<file path="config.mk">
export PLATFORM = sky130hd
export DESIGN_NAME = operand_shift_register
export DESIGN_NICKNAME = d
export VERILOG_FILES = /design/src/rtl/operand_shift_register.sv
export SDC_FILE = /design/constraint.sdc
export NUM_CORES = 1
export LEC_CHECK = 0
export ABC_AREA = 1
export CAP_MARGIN = 20
export CORE_MARGIN = 2
export CORE_UTILIZATION = 35
export CTS_BUF_LIST = sky130_fd_sc_hd__clkbuf_4
export CTS_CLUSTER_SIZE = 24
export DETAILED_ROUTE_END_ITERATION = 10
export SYNTH_ARGS = -nofsm -noshare
export SYNTH_HDL_FRONTEND = slang
export SYNTH_SLANG_ARGS = --single-unit
</file>
<file path="constraint.sdc">
create_clock -name clk -period 3.1 [get_ports clk]
set_input_delay 0.465 -clock clk [delete_from_list [all_inputs] [get_ports clk]]
set_output_delay 0.465 -clock clk [all_outputs]
set_load 0.03 [all_outputs]
</file>
<file path="src/rtl/operand_shift_register.sv">
// Operand register for the sequential multiply/divide datapath. It takes an operand
// through a valid/ready load, then runs a counted sequence of single-bit shift or rotate steps.
module operand_shift_register #(
  parameter int WIDTH = 32,
  parameter int STEPS = 32,
  parameter int CNT_W = 6
) (
  input  logic             clk,
  input  logic             rst,
  input  logic             load_valid,
  output logic             load_ready,
  input  logic [WIDTH-1:0] load_data,
  input  logic             start,
  input  logic             shift_en,
  input  logic [1:0]       mode,
  input  logic             serial_in,
  input  logic             clear,
  output logic [WIDTH-1:0] operand_out,
  output logic             msb_out,
  output logic             lsb_out,
  output logic             busy,
  output logic             done,
  output logic [CNT_W-1:0] step_count
);

  typedef enum logic [1:0] {
    S_IDLE     = 2'b00,
    S_LOADED   = 2'b01,
    S_SHIFTING = 2'b10,
    S_DONE     = 2'b11
  } state_e;

  typedef enum logic [1:0] {
    M_HOLD = 2'b00,
    M_SHL  = 2'b01,
    M_SHR  = 2'b10,
    M_ROL  = 2'b11
  } mode_e;

  localparam logic [CNT_W-1:0] LAST_STEP = CNT_W'(STEPS);

  state_e           state_q;
  logic [WIDTH-1:0] operand_q;
  logic [WIDTH-1:0] shift_d;
  logic [CNT_W-1:0] step_q;
  logic [CNT_W-1:0] step_d;
  logic             done_q;
  logic             step_fire;

  always_comb begin
    // NOTE: default assignment first so no path through the case can infer a latch.
    shift_d = operand_q;
    case (mode_e'(mode))
      M_SHL:   shift_d = {operand_q[WIDTH-2:0], serial_in};
      M_SHR:   shift_d = {serial_in, operand_q[WIDTH-1:1]};
      M_ROL:   shift_d = {operand_q[WIDTH-2:0], operand_q[WIDTH-1]};
      default: shift_d = operand_q;
    endcase
  end

  assign step_fire = shift_en && (mode != 2'b00);
  assign step_d    = step_q + CNT_W'(1);

  // NOTE: all state updates use non-blocking assignments so every register samples pre-edge values.
  always_ff @(posedge clk or posedge rst) begin
    if (rst) begin
      state_q   <= S_IDLE;
      operand_q <= '0;
      step_q    <= '0;
      done_q    <= 1'b0;
    end else begin
      done_q <= 1'b0;
      if (clear) begin
        state_q   <= S_IDLE;
        operand_q <= '0;
        step_q    <= '0;
      end else begin
        case (state_q)
          S_IDLE: begin
            if (load_valid) begin
              operand_q <= load_data;
              step_q    <= '0;
              state_q   <= S_LOADED;
            end
          end
          S_LOADED: begin
            // A load in the same cycle as start wins and drops the start.
            if (load_valid) begin
              operand_q <= load_data;
              step_q    <= '0;
            end else if (start) begin
              step_q  <= '0;
              state_q <= S_SHIFTING;
            end
          end
          S_SHIFTING: begin
            if (step_fire) begin
              operand_q <= shift_d;
              step_q    <= step_d;
              if (step_d == LAST_STEP) begin
                state_q <= S_DONE;
                done_q  <= 1'b1;
              end
            end
          end
          S_DONE: begin
            if (load_valid) begin
              operand_q <= load_data;
              step_q    <= '0;
              state_q   <= S_LOADED;
            end else if (start) begin
              step_q  <= '0;
              state_q <= S_SHIFTING;
            end
          end
          default: state_q <= S_IDLE;
        endcase
      end
    end
  end

  assign operand_out = operand_q;
  assign msb_out     = operand_q[WIDTH-1];
  assign lsb_out     = operand_q[0];
  assign step_count  = step_q;
  assign busy        = (state_q == S_SHIFTING);
  assign load_ready  = (state_q != S_SHIFTING);
  assign done        = done_q;

endmodule

</file>
==> results of run 1 <==
-- cell families (layout without fill, tap and decap cells) --
logic type | Yosys count | after routing | synth area share, %
AND/OR/NAND/NOR | 138 | 138 | 23.6
flip-flops | 41 | 41 | 42.2
XOR/XNOR | 1 | 1 | 0.360
adder cells (fa/ha/maj) | 4 | 4 | 2.06
AO/OA/AOI/OAI | 99 | 99 | 23.3
buffers and inverters | 47 | 125 | 8.54
-- synthesized netlist by cell type, drive strengths merged --
| master | instances | share of area (%) |
|---|---|---|
| nand2 | 107 | 17 |
| dfrtp | 41 | 42 |
| a21oi | 37 | 7.6 |
| o21ai | 34 | 7.0 |
| inv | 28 | 4.3 |
| o211ai | 24 | 7.4 |
| nor2 | 16 | 3.1 |
| buf | 14 | 3.4 |
| nand3 | 10 | 2.6 |
| clkbuf | 5 | 0.77 |
| ha | 4 | 2.1 |
| nand4 | 3 | 0.77 |
| o221ai | 2 | 0.72 |
| a31oi | 1 | 0.26 |
| and2 | 1 | 0.26 |
| nor3 | 1 | 0.21 |
| o22ai | 1 | 0.26 |
| xnor2 | 1 | 0.36 |
-- critical path, delay by kind of cell (launching register included) --
family | cells | cell delay, ns
buffers and inverters | 3 | 0.84
flip-flops | 1 | 0.41
AND/OR/NAND/NOR | 1 | 0.15
-- sequential cells by signal, summed over array words and instances, names as in the netlist --
register     flops
operand_out     32
done             1
step_count       6
state_q          2
-- layout make-up --
cell class	count	area share, %
clock buffer	5	1.12
clock inverter	3	0.521
inverter	28	3.13
multi-input combinational	242	35.7
sequential	41	30.5
tap	80	2.98
timing repair buffer	89	26.1
-- path summary, 6_finish.rpt --
check                      cells past startpoint             from         endpoint  slack (ns)
max                                            4       state_q[0]             busy        0.87
min                                            2              rst       state_q[1]        0.35
max reg2reg                                    8       state_q[0]   operand_out[9]        1.09
min reg2reg                                    2  operand_out[24]  operand_out[24]        0.55
max in group asynchronous                      3              rst  operand_out[22]        2.04
min in group clk                               2  operand_out[24]  operand_out[24]        0.55
-- power groups by stage --
| stage | Sequential [mW] | Clock [mW] | Combinational, mW |
|---|---|---|---|
| after global placement | 0.881 | 0 | 1.44 |
| final | 0.865 | 0.284 | 1.45 |
| after floorplan | 1.13 | 0 | 0.628 |
| after CTS | 0.867 | 0.290 | 1.45 |
| after detailed placement | 0.879 | 0 | 1.45 |
| after global routing | 0.893 | 0.310 | 1.59 |
-- per-layer routing --
metal	GRT usage [%]	part of all wire (%)	vias to the layer above
met3	4.08	6.9	9
met2	34.3	48	105
met1	27.0	44	1227
met5	0	0	-
met4	5.73	1.4	0
li1	-	-	1254
==> impl_metrics.csv, run 1 <==
group,metric,value,unit
routing,via_per_inst,5.32,
sta,whs,0.350,ns
clock_tree,cts_max_level,2,
sta,fin_worst_skew,0.0198,ns
yosys,avgSynthCellArea,7.37,um^2
placed_design,pre_cts_ws,0.618,ns
routing,dr.pass1.iters,5,
sta,fmaxAchievable,449,MHz
pwr,power_switching,1.26,mW
sta,fin_crit,2.23,ns
clock_tree,clk_latency,0.38,ns
die,design.core.area,6760,um^2
global_route,grt_pass1_wl,12.3,mm
layout,fin_area,3360,um^2
pwr,combPwrFrac,55.7,%
yosys,ys_seq_area_share,42.2,%
pwr,power_frac_seq,33.3,%
pwr,swShare,48.7,%
pwr,power_density,772,nW/um^2
die,die_w,87.4,um
routing,antenna_left,0,
routing,routed_wl,7.55,mm
run_status,outcome,"complete, no violations",
critical_path,cp_data_arrival_time,1.76,ns
sta,drv_slew,0,
layout,nets,452,
pwr,p_int,1.33,mW
clock_tree,clkSinkCount,41,
run,maxCapViolCount,0,
die,dieArea,7630,um^2
sta,timing.final.crit_share,71.8,%
clock_tree,postCtsSetupRepairBufs,0,
global_route,track_usage,20.5,%
pwr,design_power_total,2.59,mW
placed_design,place.gp.congestion,0.872,
global_route,grt_pass1_vias,2487,
pwr,peakVddDrop,0.000292,V
layout,drive_gt1_share,5.15,%
pwr,pwr-share-clk,10.9,%
critical_path,cp.required,2.63,ns
yosys,yosysWarnings,0,
placed_design,io_buffers,83,
global_route,grt_start_max_net_pins,37,
pwr,leakage,1.46,nW
yosys,synth_seq_cells,41,
yosys,syn_inst,330,
critical_path,slowest_delay,0.66,ns
layout,layout_commonest_cell,"nand2_1",
clock_tree,clk_path_buf_depth,2,
layout,area_growth,38.2,%
die,initial_utilization,36.0,%
yosys,netlist_area,2430,um^2
clock_tree,cts_tree,"done",
routing,drc,0,
critical_path,slowest_stage,"clkdlybuf4s50_1",
sta,fin_ws,0.873,ns
yosys,synth.distinct_cells,26,
clock_tree,root_buffer,"clkbuf_4",
sta,slew_headroom,61.0,%
layout,final_cell_mix,"nand2_1, clkdlybuf4s50_1, dfrtp_1, a21oi_1, o21ai_0",
global_route,antenna_found_initial,0,
layout,nFillCells,672,
sta,fin_tns_setup,0,ns
routing,avgRoutedWirePerCell,15.5,um
critical_path,crit_chain,"inv_1 -> nand2_2 -> inv_2 -> clkdlybuf4s50_1",
layout,antenna_cells,0,
critical_path,crit_type,"flip-flop to output pin",
clock_tree,cts-resized-gates,0,
clock_tree,cts_hold_buf,0,
critical_path,worst_setup_path_end_kind,"output pin",
yosys,syn_nets,375,
layout,final_core_utilization,49.7,%
placed_design,dpl.cell_count,480,
layout,final_cells,488,
clock_tree,cts_made_buffers,5,
layout,area.sequential,1030,um^2
routing,vias,2595,
clock_tree,clkTransAtPathRegs,0.12,ns
sta,rsz0062_at_grt,"no",
sta,finalHoldViolCount,0,
die,die_y,87.4,um
placed_design,dp_hpwl,5.21,mm
die,pin_count,84,
critical_path,crit_fanout,6,
sta,worst_pin_slew,0.584,ns
min_path,hold_class,"input port to asynchronous set/reset pin",
placed_design,placed_area,3310,um^2
routing,dr.first_iter.drc_count,184,
layout,multi_input_area,1200,um^2
die,rows,30,
global_route,overflow,0,
critical_path,startpoint_type,"flip-flop",
sta,setup_viol,0,
No activity file was read; power rests on OpenSTA's default activity.
==> run 2: changes to the inputs <==
PLACE_DENSITY = 0.67   (was unset)
clock period = 1.95 ns   (was 3.1 ns; I/O delays follow)
==> impl_metrics.csv, run 2 (synthesis results as in run 1) <==
group,metric,value,unit
die,design.core.area,6760,um^2
critical_path,cp.depth,1,
routing,vias,2616,
sta,fin_tns_setup,0,ns
clock_tree,clkTransAtPathRegs,0.12,ns
clock_tree,cts_tree,"done",
routing,dr.first_iter.drc_count,154,
clock_tree,cts_hold_buf,0,
sta,drv_slew,0,
clock_tree,clkSinkCount,41,
critical_path,slowest_stage,"clkdlybuf4s50_1",
layout,area.sequential,1030,um^2
routing,drc,0,
global_route,track_usage,19.7,%
layout,final_core_utilization,50.9,%
pwr,leakage,1.51,nW
critical_path,startpoint_type,"flip-flop",
global_route,grt_pass1_wl,12.0,mm
global_route,grt_start_max_net_pins,42,
die,initial_utilization,36.0,%
critical_path,ff2ff_path_depth,8,
sta,fmaxAchievable,540,MHz
die,dieArea,7630,um^2
clock_tree,postCtsSetupRepairBufs,0,
global_route,overflow,0,
sta,slew_headroom,64.6,%
pwr,power_density,1210,nW/um^2
die,die_w,87.4,um
routing,via_per_inst,5.28,
clock_tree,cts-resized-gates,0,
critical_path,slowest_delay,0.72,ns
critical_path,critPathBufInv,1,
critical_path,cp.required,1.66,ns
clock_tree,cts_made_buffers,5,
routing,routed_wl,7.32,mm
sta,rsz0062_at_grt,"no",
routing,dr.pass1.iters,5,
layout,drive_gt1_share,6.75,%
sta,whs,0.352,ns
die,pin_count,84,
layout,multi_input_area,1200,um^2
layout,final_cell_mix,"nand2_1, clkdlybuf4s50_1, dfrtp_1, a21oi_1, o21ai_0",
placed_design,dp_hpwl,5.11,mm
layout,final_cells,495,
placed_design,io_buffers,83,
sta,finalHoldViolCount,0,
critical_path,cp_data_arrival_time,1.56,ns
layout,largest_register_ffs,32,
critical_path,crit_type,"flip-flop to output pin",
run,maxCapViolCount,0,
critical_path,crit_fanout,7,
critical_path,cp-startpoint,"step_count[2]",
global_route,grt_pass1_vias,2433,
routing,antenna_left,0,
min_path,hold_class,"input port to asynchronous set/reset pin",
critical_path,reg2reg_from,"state_q[0]",
die,die_y,87.4,um
placed_design,dpl.cell_count,487,
sta,fin_worst_skew,0.00624,ns
sta,timing.final.crit_share,94.9,%
critical_path,critPathTopFamily,"buffers and inverters",
layout,nets,459,
critical_path,worst_setup_path_end_kind,"output pin",
clock_tree,clk_latency,0.35,ns
layout,nFillCells,668,
clock_tree,clk_path_buf_depth,2,
pwr,peakVddDrop,0.000600,V
run_status,outcome,"complete, no violations",
critical_path,crit_chain,"clkdlybuf4s50_1",
clock_tree,cts_max_level,2,
critical_path,r2r_setup_slack,0.38,ns
sta,worst_pin_slew,0.531,ns
sta,fin_crit,1.85,ns
layout,antenna_cells,0,
routing,avgRoutedWirePerCell,14.8,um
layout,area_growth,41.5,%
layout,layout_commonest_cell,"nand2_1",
global_route,antenna_found_initial,0,
critical_path,crit_end,"step_count[2]",
die,rows,30,
sta,setup_viol,0,
placed_design,place.gp.congestion,0.837,
clock_tree,root_buffer,"clkbuf_4",
critical_path,r2r_end,"operand_out[19]",
## run 2: cell types whose count changed in the layout (fill, tap and decap cells not counted)
cell	before	now
inv_1	25	26
buf_4	6	12
buf_12	0	3
clkinv_2	2	1
clkdlybuf4s50_1	83	81
clkinvlp_4	1	0
clkinv_1	1	2
## run 2: per-stage QoR
step                      power [mW]  area (um^2)  setup slack [ns]
final                           4.16         3440            0.0986
after global routing            4.47         3440            0.0139
after CTS                       4.18         3440            0.0793
after detailed placement        3.76         3390           -0.0174
after global placement          3.73         3390            0.0484
after floorplan                 2.80         2430             0.438
## run 2: layout make-up
| type | instances | share of cell area [%] |
|---|---|---|
| multi-input combinational | 242 | 34.8 |
| clock inverter | 3 | 0.364 |
| tap | 80 | 2.91 |
| sequential | 41 | 29.8 |
| timing repair buffer | 96 | 27.9 |
| inverter | 28 | 3.05 |
| clock buffer | 5 | 1.09 |
## run 2: how the worst min path moves through the flow
stage | cells past startpoint | endpoint | slack [ns]
global route | 3 | operand_out[27] | 0.43
CTS | 3 | operand_out[27] | 0.37
finish | 3 | state_q[1] | 0.35
detailed placement | 2 | operand_out[30] | 0.53
global placement | 2 | operand_out[10] | 0.52
floorplan | 1 | done | 0.36
## run 2: per-layer routing
| layer | GRT usage [%] | wire length (um) |
|---|---|---|
| met2 | 30.1 | 3390 |
| met5 | 0 | 0 |
| met1 | 27.6 | 3280 |
| met4 | 5.17 | 90 |
| met3 | 5.21 | 559 |
## run 2: power breakdown
part	internal (mW)	switching (mW)
sequential	1.10	0.278
clock	0.131	0.284
combinational	0.930	1.43
total	2.16	2.00
==> run 3: changes to the inputs <==
GPL_TIMING_DRIVEN = 0   (was unset)
MAX_ROUTING_LAYER = met4   (was unset)
==> impl_metrics.csv, run 3 (synthesis results as in run 1) <==
group,metric,value,unit
run_status,outcome,"complete, no violations",
pwr,leakage,1.52,nW
global_route,antenna_found_initial,0,
clock_tree,clkTransAtPathRegs,0.12,ns
critical_path,worst_setup_path_end_kind,"output pin",
layout,antenna_cells,0,
layout,nets,464,
clock_tree,clk_path_buf_depth,2,
sta,fin_ws,0.0917,ns
sta,worst_pin_slew,0.563,ns
placed_design,io_buffers,83,
die,initial_utilization,36.0,%
min_path,hold_class,"input port to asynchronous set/reset pin",
clock_tree,cts_tree,"done",
layout,largest_register_ffs,32,
sta,whs,0.174,ns
layout,final_cell_mix,"nand2_1, clkdlybuf4s50_1, dfrtp_1, a21oi_1, o21ai_0",
layout,area_growth,41.3,%
placed_design,dp_hpwl,5.81,mm
clock_tree,root_buffer,"clkbuf_4",
routing,wl_met3,480,um
routing,met1_length,3.55,mm
sta,rsz0062_at_grt,"no",
global_route,overflow,0,
sta,fin_worst_skew,0.0115,ns
sta,fin_crit,1.86,ns
clock_tree,cts_made_buffers,5,
routing,dr.pass1.iters,4,
routing,avgRoutedWirePerCell,15.9,um
die,rows,30,
critical_path,startpoint_type,"flip-flop",
layout,nFillCells,690,
critical_path,crit_fanout,10,
global_route,grt_pass1_wl,13.2,mm
clock_tree,clk_latency,0.35,ns
routing,routed_wl,7.95,mm
sta,finalHoldViolCount,0,
die,die_w,87.4,um
placed_design,place.gp.congestion,0.882,
critical_path,cp.required,1.66,ns
sta,fmaxAchievable,538,MHz
placed_design,pre_cts_ws,-0.321,ns
die,design.core.area,6760,um^2
routing,via_per_inst,5.37,
critical_path,crit_type,"flip-flop to output pin",
sta,drv_slew,0,
global_route,grt_pass1_vias,2610,
global_route,track_usage,22.7,%
sta,timing.final.crit_share,95.3,%
sta,setup_viol,0,
layout,layout_commonest_cell,"nand2_1",
routing,drc,0,
routing,vias,2683,
global_route,grt_start_max_net_pins,33,
critical_path,cp_data_arrival_time,1.57,ns
routing,antenna_left,0,
die,die_y,87.4,um
routing,wl_met2,3.84,mm
die,dieArea,7630,um^2
pwr,peakVddDrop,0.000453,V
sta,slew_headroom,62.5,%
routing,dr.first_iter.drc_count,198,
routing,top_layer_used,"met4",
pwr,power_density,1230,nW/um^2
layout,drive_gt1_share,7.86,%
clock_tree,clkSinkCount,41,
clock_tree,cts_hold_buf,0,
clock_tree,cts_max_level,2,
die,pin_count,84,
run,maxCapViolCount,0,
-- run 3: cell count changes in the layout (fill, tap and decap cells not counted), sizes merged --
| cell | before | now |
|---|---|---|
| clkbuf | 5 | 12 |
| clkinv | 3 | 2 |
| clkdlybuf4s15 | 0 | 1 |
| buf | 15 | 13 |
-- run 3: layer usage --
layer | track usage [%] | up-vias
li1 | - | 1282
met1 | 31.1 | 1296
met2 | 35.1 | 96
met3 | 3.60 | 9
met4 | 5.73 | 0
met5 | - | -
-- run 3: final timing paths --
check                                 from               to  slack (ns)  cells after the start
max reg2reg                     state_q[0]    step_count[3]        0.26                      8
max in group asynchronous              rst   operand_out[8]        1.33                      3
min reg2reg                operand_out[15]  operand_out[15]        0.55                      2
min in group clk           operand_out[15]  operand_out[15]        0.55                      2
max                             state_q[0]       load_ready        0.09                      4
min                                    rst       state_q[1]        0.17                      2
-- run 3: where the power goes --
part | total, mW | switching, mW | internal, mW
clock network | 0.446 | 0.294 | 0.152
logic | 2.40 | 1.49 | 0.915
registers | 1.39 | 0.284 | 1.10
-- run 3: repair_timing --
item | in CTS | in global routing
setup buffers | 0 | 0
endpoints found under the hold margin | 0 | 0
gates resized for setup | 7 | 7
setup endpoints to repair | 2 | 21
-- run 3: area by class of cell --
type / instances / area [um^2] / share of cell area [%]
multi-input combinational: 242 / 1200 / 34.9
sequential: 41 / 1030 / 29.9
timing repair buffer: 84 / 847 / 24.7
inverter: 28 / 108 / 3.13
buffer: 17 / 101 / 2.95
tap: 80 / 100 / 2.91
clock buffer: 6 / 45.0 / 1.31
clock inverter: 2 / 10.0 / 0.291
-- run 3: critical path: stages, from the launching register on --
cell and delay [ns]:
dfrtp_1 0.40, inv_1 0.08, nand2_2 0.17, clkbuf_4 0.26, clkdlybuf4s15_2 0.32
-- run 3: per-stage QoR --
step           util [%]  cell area, um^2  cells  setup TNS [ns]  power [mW]
2_1_floorplan         -             2430    330               0        2.80
3_3_place_gp       49.8             3360    493          -16.67        3.75
3_5_place_dp       50.1             3380    494           -6.58        3.80
4_1_cts            50.9             3440    501               0        4.25
5_1_grt            50.9             3440    500               0        4.53
6_report           50.9             3440    500               0        4.23
